**config.mk**
```make
export PLATFORM = sky130hd
export DESIGN_NAME = cpu_control_unit
export DESIGN_NICKNAME = d
export VERILOG_FILES = /design/src/rtl/cpu_control_unit.sv
export SDC_FILE = /design/constraint.sdc
export NUM_CORES = 1
export LEC_CHECK = 0
export CORE_MARGIN = 2
export CORE_UTILIZATION = 33
export DETAILED_ROUTE_END_ITERATION = 10
export DONT_BUFFER_PORTS = 1
export SLEW_MARGIN = 25
export SYNTH_ARGS = -nofsm -noshare
export SYNTH_HDL_FRONTEND = slang
export SYNTH_SLANG_ARGS = --single-unit
```
**constraint.sdc**
```tcl
create_clock -name clk -period 1.4 [get_ports clk]
set_input_delay 0.14 -clock clk [delete_from_list [all_inputs] [get_ports clk]]
set_output_delay 0.14 -clock clk [all_outputs]
set_load 0.05 [all_outputs]
```
**src/rtl/cpu_control_unit.sv**
```systemverilog
// Multi-cycle control sequencer for cpu_datapath.
// Fetches a 16-bit instruction per request/valid handshake, decodes it, and
// drives register-file addresses, ALU/mux selects, the immediate and a
// single-cycle write strobe. Owns the PC and a carry flag for jump-on-carry.
//
// state     | meaning
// ----------+------------------------------------------------------------
// ST_IDLE   | after reset, waiting for start
// ST_FETCH  | instr_req high, waiting for instr_valid at pc_out
// ST_DECODE | decoded controls visible, no write
// ST_EXEC   | controls held, write_en pulse, PC/carry update at exit
// ST_HALTED | HALT executed, waiting for start to restart at RESET_PC
module cpu_control_unit #(
  parameter int unsigned         DATA_WIDTH = 8,
  parameter int unsigned         PC_WIDTH   = 8,
  parameter logic [PC_WIDTH-1:0] RESET_PC   = '0
) (
  input  logic                  clk,
  input  logic                  rst,
  input  logic                  start,
  output logic                  instr_req,
  output logic [PC_WIDTH-1:0]   pc_out,
  input  logic                  instr_valid,
  input  logic [15:0]           instr_data,
  input  logic                  carry_in,
  output logic                  write_en,
  output logic [2:0]            write_addr,
  output logic [2:0]            read_addr1,
  output logic [2:0]            read_addr2,
  output logic [2:0]            alu_sel,
  output logic                  mux_sel,
  output logic [DATA_WIDTH-1:0] immediate_data,
  output logic                  busy,
  output logic                  halted,
  output logic                  illegal_op,
  output logic                  carry_flag
);

  typedef enum logic [2:0] {
    ST_IDLE,
    ST_FETCH,
    ST_DECODE,
    ST_EXEC,
    ST_HALTED
  } state_t;

  localparam logic [3:0] OP_ADD  = 4'h1;
  localparam logic [3:0] OP_SUB  = 4'h2;
  localparam logic [3:0] OP_SHR  = 4'h7;
  localparam logic [3:0] OP_JC   = 4'h8;
  localparam logic [3:0] OP_ADDI = 4'h9;
  localparam logic [3:0] OP_ILL  = 4'hA;
  localparam logic [3:0] OP_ANDI = 4'hB;
  localparam logic [3:0] OP_ORI  = 4'hC;
  localparam logic [3:0] OP_LI   = 4'hD;
  localparam logic [3:0] OP_JMP  = 4'hE;
  localparam logic [3:0] OP_HALT = 4'hF;

  state_t state, next_state;

  // Only the fields EXEC still needs are kept from the fetched word;
  // everything else is decoded straight into the output registers.
  logic [3:0] op_q;
  logic [2:0] rd_q;
  logic [7:0] tgt_q;

  logic       accept;
  logic [2:0] dec_alu_sel;
  logic [2:0] dec_read1;
  logic [2:0] dec_read2;
  logic       dec_mux_sel;

  function automatic logic is_alu_op(input logic [3:0] op);
    return (op >= OP_ADD && op <= OP_SHR) ||
           (op inside {OP_ADDI, OP_ANDI, OP_ORI, OP_LI});
  endfunction

  assign accept    = (state == ST_FETCH) && instr_valid;
  assign instr_req = (state == ST_FETCH);
  assign busy      = (state == ST_FETCH) || (state == ST_DECODE) || (state == ST_EXEC);
  assign halted    = (state == ST_HALTED);

  // State register.
  always_ff @(posedge clk or posedge rst) begin
    if (rst) state <= ST_IDLE;
    else     state <= next_state;
  end

  // Next-state logic.
  always_comb begin
    next_state = state;
    case (state)
      ST_IDLE:   if (start) next_state = ST_FETCH;
      ST_FETCH:  if (instr_valid) next_state = ST_DECODE;
      ST_DECODE: next_state = ST_EXEC;
      ST_EXEC:   next_state = (op_q == OP_HALT) ? ST_HALTED : ST_FETCH;
      ST_HALTED: if (start) next_state = ST_FETCH;
      default:   next_state = ST_IDLE;
    endcase
  end

  // Field decode of the incoming word; registered on accept so the
  // controls are already stable during DECODE.
  always_comb begin
    dec_alu_sel = '0;
    dec_read1   = '0;
    dec_read2   = '0;
    dec_mux_sel = 1'b0;
    case (instr_data[15:12])
      4'h1, 4'h2, 4'h3, 4'h4, 4'h5, 4'h6, 4'h7: begin
        dec_alu_sel = 3'(instr_data[15:12] - 4'd1);
        dec_read1   = instr_data[8:6];
        dec_read2   = instr_data[5:3];
      end
      OP_ADDI: begin
        dec_alu_sel = 3'b000;
        dec_read1   = instr_data[11:9];
        dec_mux_sel = 1'b1;
      end
      OP_ANDI: begin
        dec_alu_sel = 3'b010;
        dec_read1   = instr_data[11:9];
        dec_mux_sel = 1'b1;
      end
      OP_ORI: begin
        dec_alu_sel = 3'b011;
        dec_read1   = instr_data[11:9];
        dec_mux_sel = 1'b1;
      end
      OP_LI: begin
        dec_alu_sel = 3'b111;
        dec_read1   = instr_data[11:9];
        dec_mux_sel = 1'b1;
      end
      default: ;
    endcase
  end

  // Latch the instruction fields and decoded controls on fetch accept.
  always_ff @(posedge clk or posedge rst) begin
    if (rst) begin
      op_q           <= '0;
      rd_q           <= '0;
      tgt_q          <= '0;
      alu_sel        <= '0;
      read_addr1     <= '0;
      read_addr2     <= '0;
      mux_sel        <= 1'b0;
      immediate_data <= '0;
    end else if (accept) begin
      op_q           <= instr_data[15:12];
      rd_q           <= instr_data[11:9];
      tgt_q          <= instr_data[7:0];
      alu_sel        <= dec_alu_sel;
      read_addr1     <= dec_read1;
      read_addr2     <= dec_read2;
      mux_sel        <= dec_mux_sel;
      immediate_data <= DATA_WIDTH'(instr_data[7:0]);
    end
  end

  // Write strobe: raised entering EXEC for ALU ops, dropped leaving it.
  always_ff @(posedge clk or posedge rst) begin
    if (rst) begin
      write_en   <= 1'b0;
      write_addr <= '0;
    end else if (state == ST_DECODE) begin
      write_en   <= is_alu_op(op_q);
      write_addr <= rd_q;
    end else begin
      write_en   <= 1'b0;
    end
  end

  // PC, carry and illegal flag update at the end of EXEC, cleared on restart.
  always_ff @(posedge clk or posedge rst) begin
    if (rst) begin
      pc_out     <= RESET_PC;
      carry_flag <= 1'b0;
      illegal_op <= 1'b0;
    end else if (state == ST_EXEC) begin
      case (op_q)
        OP_JMP:  pc_out <= PC_WIDTH'(tgt_q);
        OP_JC:   pc_out <= carry_flag ? PC_WIDTH'(tgt_q) : pc_out + PC_WIDTH'(1);
        OP_HALT: pc_out <= pc_out;
        default: pc_out <= pc_out + PC_WIDTH'(1);
      endcase
      if (op_q inside {OP_ADD, OP_SUB, OP_ADDI}) carry_flag <= carry_in;
      if (op_q == OP_ILL) illegal_op <= 1'b1;
    end else if (state == ST_HALTED && start) begin
      pc_out     <= RESET_PC;
      carry_flag <= 1'b0;
      illegal_op <= 1'b0;
    end
  end

endmodule
```
# After elaboration in Yosys (flattened, before gate mapping)
# Cells that the tools add are included.
[totals]
ff_bits = 42
in_bits = 21
output_inout_bits = 35
wordCells = 82
[classes]
n_addsub = 2
n_lt_le_gt_ge = 2
eq_ne = 30
mux = 18
reduce_logical = 17
[op_table]
columns = ["cell", "n"]
rows = [
  ["equality test 4 bit, second input constant", 12],
  ["two-way mux 8 bit", 3],
  ["case mux 3 bit (4 select lines)", 2],
  ["case mux 8 bit (3 select lines)", 1],
  ["equality test 4 x 3 -> 1 bit, second input constant", 4],
  ["equality test 4 x 2 -> 1 bit, second input constant", 3],
  ["two-way mux 3 bit", 4],
  ["adder 8 x 1 -> 8 bit, second input constant", 1],
  ["equality test 4 x 1 -> 1 bit, second input constant", 2],
  ["inequality test 2 x 1 -> 1 bit, second input constant", 4],
  ["AND reduction 2 bit", 4],
  ["two-way mux 1 bit", 7],
  ["OR reduction 7 bit", 1],
  ["equality test 3 x 2 -> 1 bit, second input constant", 2],
  ["case mux 3 bit (2 select lines)", 1],
  ["greater-or-equal comparator 4 x 1 -> 1 bit, second input constant", 1],
  ["<= comparator 4 x 3 -> 1 bit, second input constant", 1],
  ["nonzero test 4 bit", 1],
  ["OR reduction 4 bit", 1],
  ["equality test 3 x 1 -> 1 bit, second input constant", 1],
  ["equality test 3 bit, second input constant", 1],
  ["logical AND 1 bit", 3],
  ["logical NOT 3 bit", 1],
  ["logical OR 1 bit", 3],
  ["5 further kinds", 5],
]

# Logic depth before layout (Yosys ltp)
[logic_depth]
ltp_word = 4
mapped_depth = 6
depth_no_buf = 6

# Least setup slack after synthesis
# No wires, ideal clock.
[synth_timing]
path_type = "flip-flop to flip-flop"
from = "reg state[1]"
to = "reg alu_sel[2]"
arrival_time_ps = 1826
required_time_ps = 1271
setup_slack_ps = -556
path_stages_with_launch = 6
synth_period_minus_slack_ps = 1956
path_cell_list = "dfrtp_1 nor3b_2 nand2_1 buf_2 nand2_1 o41ai_2"
[synth_via]
elab_chain_cells = 2
[synth_lines]
columns = ["element", "line", "rtl"]
rows = [
  ["start, declared", "59", "state_t state, next_state;"],
  ["start signal, assigned", "86", "else state <= next_state;"],
  ["equality test 3 x 1 -> 1 bit", "-", ""],
  ["via instr_req", "21", "output logic instr_req,"],
  ["logical AND 1 bit", "78", "assign accept = (state == ST_FETCH) && instr_valid;"],
  ["end signal, assigned", "154", "alu_sel <= dec_alu_sel;"],
  ["end, declared", "30", "output logic [2:0] alu_sel,"],
]
# The timed path passes the listed nets, and every way through them passes these cells.
# A chain may end at the register's enable or synchronous reset.

# Worst setup path after layout
[layout_timing]
from = "reg op_q[2]"
to = "reg pc_out[5]"
[layout_via]
elab_chain_cells = 3
word_cells_on_any_way = 7
[layout_lines]
columns = ["element", "line", "rtl"]
rows = [
  ["start, declared", "63", "logic [3:0] op_q;"],
  ["start signal, assigned", "151", "op_q <= instr_data[15:12];"],
  ["equality test 4 bit", "182", "case (op_q)"],
  ["case mux 8 bit (3 select lines) / inequality test 2 bit (equally long branches)", "-", ""],
  ["two-way mux 8 bit / AND reduction 2 bit (equally long branches)", "-", ""],
  ["end signal, assigned", "183", "OP_JMP: pc_out <= PC_WIDTH'(tgt_q);"],
  ["end signal, assigned", "184", "OP_JC: pc_out <= carry_flag ? PC_WIDTH'(tgt_q) : pc_out + PC_WIDTH'(1);"],
  ["end signal, assigned", "185", "OP_HALT: pc_out <= pc_out;"],
  ["end, declared", "22", "output logic [PC_WIDTH-1:0] pc_out,"],
]
# Several ways; a longest one is shown, not always the timed one.

==> metrics.cfg <==
[setup_path]
r2r_end=pc_out[5]
cp-end-kind=register
crit_path_start_kind=register
cp-startpoint=op_q[2]
crit_required_ps=1570
worst_ep_arrival_time_ps=1590
r2r_setup_slack_ps=-20
r2r_cells=5
path_max_fanout=15
path_class=reg2reg
r2r_start=op_q[2]

[grt]
grt_use_total_pct=16.4
antenna_found_initial=0
grt_max_degree=24
grt_pass1_vias=1974
overflow=0
grt_pass1_wl_um=9440

[timing]
slew_viol_final=0
holdWs_ps=-0.413
setup_viol=3
slew_headroom_pct=64.1
setup_slack_ps=-19.8
rsz0062_at_grt=true
hold_viol_final=1
period_needed_ps=1420
tightestPinTransition_ps=538
min_period_over_period_pct=101
fin_skew_ps=7.56
max_freq_ghz=0.704

[flow_run]
max_cap_violations=0

[floorplan]
core_sq_mm=0.00635
rows=29
dieHeight_um=85.0
dieArea_sq_mm=0.00722
die_x_um=85.0
ioPinCount=56
initial_utilization_pct=34.1

[logic_synthesis]
yosysUniqueCellTypes=47
syn_nets=255
synth_top_area_cell=dfrtp_1
syn_inst=228
synth.avg_cell_area_sq_um=9.49
synth_top_area_share_pct=48.6
ys_warn_count=0
async_reset_ff_share_pct=100
ys.flop_type=dfrtp_1
syn_area_sq_mm=0.00216
synth-seq-area-share_pct=48.6
ys_seq_elements=42
synth_edf_count=0
synth_area_leaders=dfrtp_1 (49%), nand2_1 (10%), ha_1 (3.5%)

[clock_tree]
cts.path.max_buffers=2
cts_buffers=5
hold_buffers=16
cts.sinks=42
ctsHtreeMaxLevel=2
clk_latency_ps=300
cts.clk_slew.worst_paths_ps=80
clock-root-buffer=clkbuf_8
cts_tree=done

[route]
drt-initial-drc-count=92
dr.pass1.iters=4
viasPerCell=4.97
num_vias=1889
wl_um=5750
wl_per_cell_um=15.1
drcViolationCount=0
ant_nets=0

[status]
violations=negative hold slack, negative setup slack
outcome=finished, violations left

[power]
p_per_area_mw_per_mm2=2400
seqPwrFrac_pct=34.1
power_frac_clock_pct=11.3
pwr-share-comb_pct=54.6
switchingPower_w=0.00364
internal_power_w=0.00374
total_leakage_power_nw=1.47
power.share.switching_pct=49.3
peakVddDrop_uv=1170
power.total_w=0.00738

[placement]
dpl_worst_slack_ps=-8.83
placed_cell_area_sq_mm=0.00269
place.gp.congestion=0.819
dpl.hpwl_um=4180
portBuffers=0

[final_layout]
fin_util_pct=48.4
design_area_sq_mm=0.00307
diodes=0
n_fill_cell=573
drive_gt1_share_pct=36.0
syn_to_final_growth_pct=42.1
nNetsFinal=329

[worst_hold_path]
holdPathEnd=tgt_q[5]
hold_depth=2
worstHoldStart=instr_data[5]
min_path_type=in2reg

## cells in the mapped netlist (5+ instances only)
master,n
nand2_1,58
mux2i_1,7
a21oi_1,5
inv_1,14
a31oi_1,7
o22ai_1,8
nand3_1,5
nor2_1,9
dfrtp_1,42
ha_1,6
o21ai_0,5
## layout by cell type, fill, tap and decap left out, types with 5 or more instances in the layout
cell / n
inv_1: 12
buf_4: 46
nand2_1: 55
buf_6: 8
dfrtp_2: 12
o22ai_1: 8
clkbuf_8: 6
a31oi_1: 7
o21ai_1: 8
mux2i_1: 7
ha_1: 5
nor2_1: 7
dlygate4sd3_1: 16
a21oi_1: 5
dfrtp_1: 30
## sequential cells by signal, summed over array words and instances, names as in the netlist, 3 cells and up
name / flops
op_q: 4
read_addr2: 3
read_addr1: 3
alu_sel: 3
pc_out: 8
rd_q: 3
tgt_q: 8
write_addr: 3
state: 3
## power by group through the flow
stage	combinational [W]	clock, W	sequential, W
floorplan	0.00148	0	0.00354
global placement	0.00363	0	0.00252
CTS	0.00391	0.000855	0.00252
global route	0.00430	0.000904	0.00260
detailed placement	0.00367	0	0.00253
finish	0.00403	0.000834	0.00252
## layer usage
metal,global-route usage [%],up-vias,part of all wire (%)
li1,-,940,-
met1,21.5,898,44
met2,27.3,44,50
met3,4.57,7,5.2
met4,2.89,0,0.96
met5,0,-,0
## logic make-up after synthesis
| group | after synthesis | synth area share (%) |
|---|---|---|
| simple gates | 99 | 21.7 |
| mux | 11 | 5.32 |
| flops | 42 | 48.6 |
| buf+inv | 22 | 5.32 |
| fa+ha+maj | 6 | 3.47 |
| compound gates | 48 | 15.6 |
## through the flow
step / TNS (ps) / instances
finish: -42.5 / 380
floorplan: -5790 / 228
global placement: 0 / 351
global route: -1040 / 380
CTS: -79.0 / 378
detailed placement: -8.83 / 351
## critical path: stages, from the launching register on
cell,delay [ps]
dfrtp_2,450
and2_4,190
o21ai_4,180
buf_12,170
mux2i_1,200
o22ai_1,100
## worst max-delay path by stage
stage	to	slack, ps	cells after the start
floorplan	alu_sel[1]	-290	5
global placement	pc_out[0]	30	5
detailed placement	pc_out[5]	-9	5
CTS	read_addr2[2]	-30	6
global route	read_addr2[2]	-70	6
finish	pc_out[5]	-20	5
## area by class of cell
class / instances / area (sq um) / share of cell area, %
clock inverters: 2 / 12.5 / 0.407
repair buffers: 75 / 676 / 22.0
clock buffers: 6 / 82.6 / 2.69
multi-input cells: 164 / 1090 / 35.3
flip-flops and latches: 42 / 1070 / 34.7
well taps: 77 / 96.3 / 3.13
inverters: 14 / 55.1 / 1.79
## what timing repair did
action                     4_1_cts  5_1_grt
pin swaps                        4       10
hold endpoints to repair        37        1
gates cloned                     0        1
setup buffers                    3        1
setup endpoints to repair        5       38
gates resized for setup         14       16
Power figures use the tool's default switching activity.
